**src/rtl/video_term.sv**
```systemverilog
// video_term: 40x25 character-terminal front end driving the video character RAM, clear and vscroll inputs
// Ports: cpu_clk, reset (sync, active-high); char_valid/char_data/char_ready byte-stream input;
//   video_ce/video_we/video_addr/video_data RAM write port; video_clear, video_vscroll video control;
//   cursor_col/cursor_row cursor position; busy high whenever not idle.
// Build option: define VIDEO_TERM_TAB_EN to make 0x09 advance the cursor to the next multiple of 8.
module video_term #(
  parameter int COLS = 40,
  parameter int ROWS = 25,
  parameter int SCREEN_SIZE = 1000,
  parameter logic [7:0] FILL_CHAR = 8'h20,
  parameter int SCROLL_HOLD = 8,
  parameter int CLEAR_WAIT = 1002
) (
  input  logic       cpu_clk,
  input  logic       reset,
  input  logic       char_valid,
  input  logic [7:0] char_data,
  output logic       char_ready,
  output logic       video_ce,
  output logic       video_we,
  output logic [9:0] video_addr,
  output logic [7:0] video_data,
  output logic       video_clear,
  output logic       video_vscroll,
  output logic [5:0] cursor_col,
  output logic [4:0] cursor_row,
  output logic       busy
);
  typedef enum logic [2:0] {IDLE, WRITE, NEWLINE, SCROLL, CLEAR_LINE, CLEAR_ALL} state_t;
  state_t state, state_nx;
  logic [5:0] col;
  logic [4:0] row;
  logic [9:0] base, cnt, phys, clr_addr, base_nx;
  logic [7:0] byte_q;
  logic started, accept, printable;
  logic [10:0] phys_raw, clr_raw;
  assign accept = char_valid & char_ready;
  assign printable = char_data >= 8'h20 && char_data <= 8'h7e;
  assign phys_raw = 11'(base) + 11'(row) * 11'(COLS) + 11'(col);
  assign phys = phys_raw >= 11'(SCREEN_SIZE) ? 10'(phys_raw - 11'(SCREEN_SIZE)) : 10'(phys_raw);
  // The new bottom line sits one screen minus one row past the (already advanced) base.
  assign clr_raw = 11'(base) + 11'(SCREEN_SIZE - COLS) + 11'(cnt);
  assign clr_addr = clr_raw >= 11'(SCREEN_SIZE) ? 10'(clr_raw - 11'(SCREEN_SIZE)) : 10'(clr_raw);
  assign base_nx = (base + 10'(COLS) == 10'(SCREEN_SIZE)) ? '0 : base + 10'(COLS);
`ifdef VIDEO_TERM_TAB_EN
  logic [5:0] tab_raw, tab_col;
  assign tab_raw = {col[5:3] + 3'd1, 3'b000};
  assign tab_col = tab_raw > 6'(COLS - 1) ? 6'(COLS - 1) : tab_raw;
`endif
  always_ff @(posedge cpu_clk) begin
    if (reset) begin
      state <= IDLE;
      col <= '0;
      row <= '0;
      base <= '0;
      cnt <= '0;
      byte_q <= '0;
      started <= 1'b0;
    end else begin
      state <= state_nx;
      started <= 1'b1;
      cnt <= state_nx != state ? '0 : cnt + 10'd1;
      case (state)
        IDLE: if (accept) begin
          byte_q <= char_data;
          if (char_data == 8'h0d) col <= '0;
          if (char_data == 8'h08 && col != '0) col <= col - 6'd1;
`ifdef VIDEO_TERM_TAB_EN
          if (char_data == 8'h09) col <= tab_col;
`endif
          if (char_data == 8'h0c) begin
            col <= '0;
            row <= '0;
            base <= '0;
          end
        end
        WRITE: col <= col == 6'(COLS - 1) ? '0 : col + 6'd1;
        NEWLINE: if (row == 5'(ROWS - 1)) base <= base_nx; else row <= row + 5'd1;
        default: ;
      endcase
    end
  end
  always_comb begin
    state_nx = state;
    case (state)
      IDLE: if (accept) state_nx = printable ? WRITE : char_data == 8'h0a ? NEWLINE : char_data == 8'h0c ? CLEAR_ALL : IDLE;
      WRITE: state_nx = col == 6'(COLS - 1) ? NEWLINE : IDLE;
      NEWLINE: state_nx = row == 5'(ROWS - 1) ? SCROLL : IDLE;
      SCROLL: state_nx = cnt == 10'(SCROLL_HOLD - 1) ? CLEAR_LINE : SCROLL;
      CLEAR_LINE: state_nx = cnt == 10'(COLS - 1) ? IDLE : CLEAR_LINE;
      CLEAR_ALL: state_nx = cnt == 10'(CLEAR_WAIT - 1) ? IDLE : CLEAR_ALL;
      default: state_nx = IDLE;
    endcase
  end
  always_comb begin
    char_ready = started && state == IDLE;
    video_ce = state == WRITE || state == CLEAR_LINE;
    video_we = state == WRITE || state == CLEAR_LINE;
    video_addr = state == WRITE ? phys : state == CLEAR_LINE ? clr_addr : '0;
    video_data = state == WRITE ? byte_q : state == CLEAR_LINE ? FILL_CHAR : '0;
    video_clear = state == CLEAR_ALL && cnt == '0;
    video_vscroll = state == SCROLL;
    cursor_col = col;
    cursor_row = row;
    busy = state != IDLE;
  end
endmodule
```
**config.mk**
```make
export PLATFORM = sky130hd
export DESIGN_NAME = video_term
export DESIGN_NICKNAME = d
export VERILOG_FILES = /design/src/rtl/video_term.sv
export SDC_FILE = /design/constraint.sdc
export NUM_CORES = 1
export LEC_CHECK = 0
export ABC_AREA = 1
export CORE_ASPECT_RATIO = 1.25
export CORE_MARGIN = 5
export CORE_UTILIZATION = 45
export DETAILED_ROUTE_END_ITERATION = 16
export PLACE_DENSITY = 0.66
export SYNTH_ARGS = -nofsm -noshare
export SYNTH_HDL_FRONTEND = slang
export SYNTH_SLANG_ARGS = --single-unit
export TNS_END_PERCENT = 1
```
**constraint.sdc**
```tcl
create_clock -name cpu_clk -period 8.05 [get_ports cpu_clk]
set_input_delay 1.2075 -clock cpu_clk [delete_from_list [all_inputs] [get_ports cpu_clk]]
set_output_delay 1.2075 -clock cpu_clk [all_outputs]
set_load 0.01 [all_outputs]
```
==> impl_metrics.env <==
export IMPL_fmax_mhz=186
export IMPL_final_util_pct=53.2
export IMPL_skew_ns=0.00444
export IMPL_pin_count=46
export IMPL_cts_resized_gates=0
export IMPL_track_usage_pct=18.1
export IMPL_dp_hpwl_mm=8.74
export IMPL_grt_pass1_wl_mm=18.1
export IMPL_avgSynthCellArea_um2=6.25
export IMPL_vias_per_cell=5.11
export IMPL_slew_violations=0
export IMPL_grt_pass1_vias=4109
export IMPL_grt_overflow=0
export IMPL_start_kind="flop"
export IMPL_ir_drop_uv=110
export IMPL_clockBufferDepth=2
export IMPL_required_ns=6.84
export IMPL_fin_hold_ws_ns=0.453
export IMPL_synth_async_reset_ratio_pct=0
export IMPL_min_from="byte_q[5]"
export IMPL_r2r_cells=9
export IMPL_wl_per_cell_um=12.3
export IMPL_worstReg2RegStart="state[2]"
export IMPL_critPathMaxFanout=8
export IMPL_synth_ff_type="dfxtp_1"
export IMPL_yosysWarnings=0
export IMPL_clk_pin_slew_worst_paths_ns=0.06
export IMPL_route_met2_wl_mm=5.40
export IMPL_ys_seq_area_share_pct=18.5
export IMPL_min_delay_path_depth=2
export IMPL_final_nets=797
export IMPL_syn_area_um2=4320
export IMPL_die_w_um=97.7
export IMPL_htreeDepth=2
export IMPL_ys_ff_latch=40
export IMPL_drt_iter0_markers=191
export IMPL_rr_endpoint="cnt[7]"
export IMPL_area_growth_synth_to_final_pct=17.0
export IMPL_holdPathEnd="byte_q[5]"
export IMPL_grt_max_degree=20
export IMPL_drtPass1Iterations=5
export IMPL_vias=4424
export IMPL_die_area_um2=11700
export IMPL_antenna_found_initial=0
export IMPL_period_share_pct=66.9
export IMPL_grt_setup_unrepaired="false"
export IMPL_maxCapViolCount=0
export IMPL_fill_cells=943
export IMPL_synth_edf_count=0
export IMPL_fin_ws_ns=2.66
export IMPL_gp_congestion=0.868
export IMPL_initial_utilization_pct=45.5
export IMPL_insertion_delay_ns=0.28
export IMPL_core_area_um2=9510
export IMPL_ant_nets=0
export IMPL_crit_type="reg2out"
export IMPL_finalSetupTns_ns=0
export IMPL_root_buffer="clkbuf_16"
export IMPL_r2r_setup_slack_ns=5.88
export IMPL_drc_errors=0
export IMPL_slew_headroom_pct=63.9
export IMPL_drive_above_1_share_pct=6.50
export IMPL_die_y_um=120
export IMPL_arrival_ns=4.18
export IMPL_ys_types=40
export IMPL_port_buffers=45
export IMPL_antennaDiodeCount=0
export IMPL_tightest_slew_ns=0.540
export IMPL_syn_instance_count=692
export IMPL_hold_viol=0
export IMPL_wirelength_mm=10.6
export IMPL_cp_end_kind="primary output"
export IMPL_post_cts_setup_buffers=0
export IMPL_setup_viol=0
export IMPL_hp_class="reg2reg"
export IMPL_cts_made_buffers=5
export IMPL_cts_tree="done"
export IMPL_dp_slack_ns=2.96
export IMPL_drt_met1_wl_mm=4.64
export IMPL_route_met3_wl_um=321
export IMPL_clock_sinks=40
export IMPL_status="finished, final reports clean"
export IMPL_leakage_nw=2.53
export IMPL_p_per_area_nw_per_um2=96.7
export IMPL_rows=40
export IMPL_cts_hold_buf=0
export IMPL_finalCriticalPeriod_ns=5.39
export IMPL_highest_layer="met4"
## worst max path at each step
| stage | slack, ns | to | startpoint | depth (start not counted) |
|---|---|---|---|---|
| 6_report | 2.66 | video_addr[9] | cursor_row[1] | 18 |
| 5_1_grt | 2.38 | video_addr[5] | cursor_row[1] | 18 |
| 4_1_cts | 2.65 | video_addr[9] | cursor_row[1] | 18 |
| 3_5_place_dp | 2.96 | video_addr[9] | cursor_row[1] | 18 |
| 3_3_place_gp | 3.08 | video_addr[9] | cursor_row[1] | 18 |
| 2_1_floorplan | 3.69 | video_addr[9] | cursor_row[1] | 17 |
## kinds of logic after synthesis
| family | after synthesis | synth area share (%) |
|---|---|---|
| AOI/OAI and AO/OA | 66 | 8.83 |
| adders and majority gates | 48 | 14.8 |
| other | 1 | 0.0867 |
| and+or+nand+nor | 398 | 42.1 |
| xor gates and xnor gates | 27 | 5.47 |
| muxes | 1 | 0.260 |
| buffers and inverters | 111 | 10.0 |
| DFF | 40 | 18.5 |
## cells in the mapped netlist, types with 5 or more instances
master	count	area, µm²
a21oi_1	28	140
dfxtp_1	40	801
fa_1	5	100
ha_1	43	538
inv_1	95	357
inv_2	6	22.5
nand2_1	191	717
nand2_2	9	56.3
nand3_1	75	375
nand3b_1	8	60.1
nand4_1	14	87.6
nor2_1	72	270
nor2_2	5	31.3
nor3_1	8	40.0
nor3_2	5	50.1
o21ai_0	17	85.1
xor2_1	23	201
## state kept, by name, summed over array words and instances (netlist names)
signal / cells
base: 7
byte_q: 8
cnt: 10
cursor_col: 6
cursor_row: 5
started: 1
state: 3
## worst max-delay path, cell delays in order, from the launching register on
cell,delay (ns)
dfxtp_1,0.45
ha_1,0.28
ha_1,0.22
fa_1,0.41
xor2_1,0.18
ha_1,0.28
ha_1,0.37
nand2_1,0.10
inv_1,0.05
a21oi_1,0.22
nand3_1,0.11
nand2_1,0.13
nand3_2,0.20
nand2_4,0.15
nand2_1,0.06
nand2_1,0.05
nand2_1,0.05
nand2_1,0.07
clkdlybuf4s50_1,0.53
## placed cells by master, fill, tap and decap left out, types with 3 or more instances in the layout
cell type | netlist | layout
o21ai_0 | 17 | 17
a21oi_1 | 28 | 28
nor2_2 | 5 | 5
nand2_4 | 3 | 3
inv_1 | 95 | 95
clkbuf_16 | 0 | 5
nor2_4 | 3 | 3
xnor2_1 | 4 | 4
nand2_2 | 9 | 9
clkdlybuf4s50_1 | 0 | 45
nand3_1 | 75 | 75
a21oi_2 | 3 | 3
nor3_2 | 5 | 5
nor2_1 | 72 | 72
conb_1 | 1 | 4
nand4_1 | 14 | 14
a31oi_1 | 3 | 3
nor3_1 | 8 | 8
nand3b_1 | 8 | 8
dfxtp_1 | 40 | 40
xor2_1 | 23 | 23
nand2_1 | 191 | 191
inv_2 | 6 | 6
fa_1 | 5 | 5
ha_1 | 43 | 43
## per-layer routing
layer,up-vias,track usage [%]
li1,2314,-
met1,2000,20.9
met2,91,33.7
met3,19,2.44
met4,0,6.41
met5,-,0
## stage by stage
stage	cell area (µm²)	total power [mW]	instances
2_1_floorplan	4330	0.248	695
3_3_place_gp	4890	0.267	857
3_5_place_dp	4890	0.267	857
4_1_cts	5060	0.495	865
5_1_grt	5060	0.509	865
6_report	5060	0.489	865
## layout make-up
| cell class | instances | area [µm²] | share of cell area, % |
|---|---|---|---|
| tap | 126 | 158 | 3.12 |
| clock inverter | 2 | 35.0 | 0.693 |
| sequential | 40 | 801 | 15.8 |
| clock buffer | 6 | 129 | 2.55 |
| inverter | 102 | 383 | 7.57 |
| multi-input combinational | 544 | 3100 | 61.3 |
| timing repair buffer | 45 | 450 | 8.91 |
## report_power, final
group / leakage [nW] / internal [mW] / total (mW) / switching [mW]
registers: 0.325 / 0.203 / 0.207 / 0.00397
logic: 2.13 / 0.0219 / 0.0556 / 0.0337
clock network: 0.0808 / 0.146 / 0.226 / 0.0802
(Power assumes the default switching activity.)
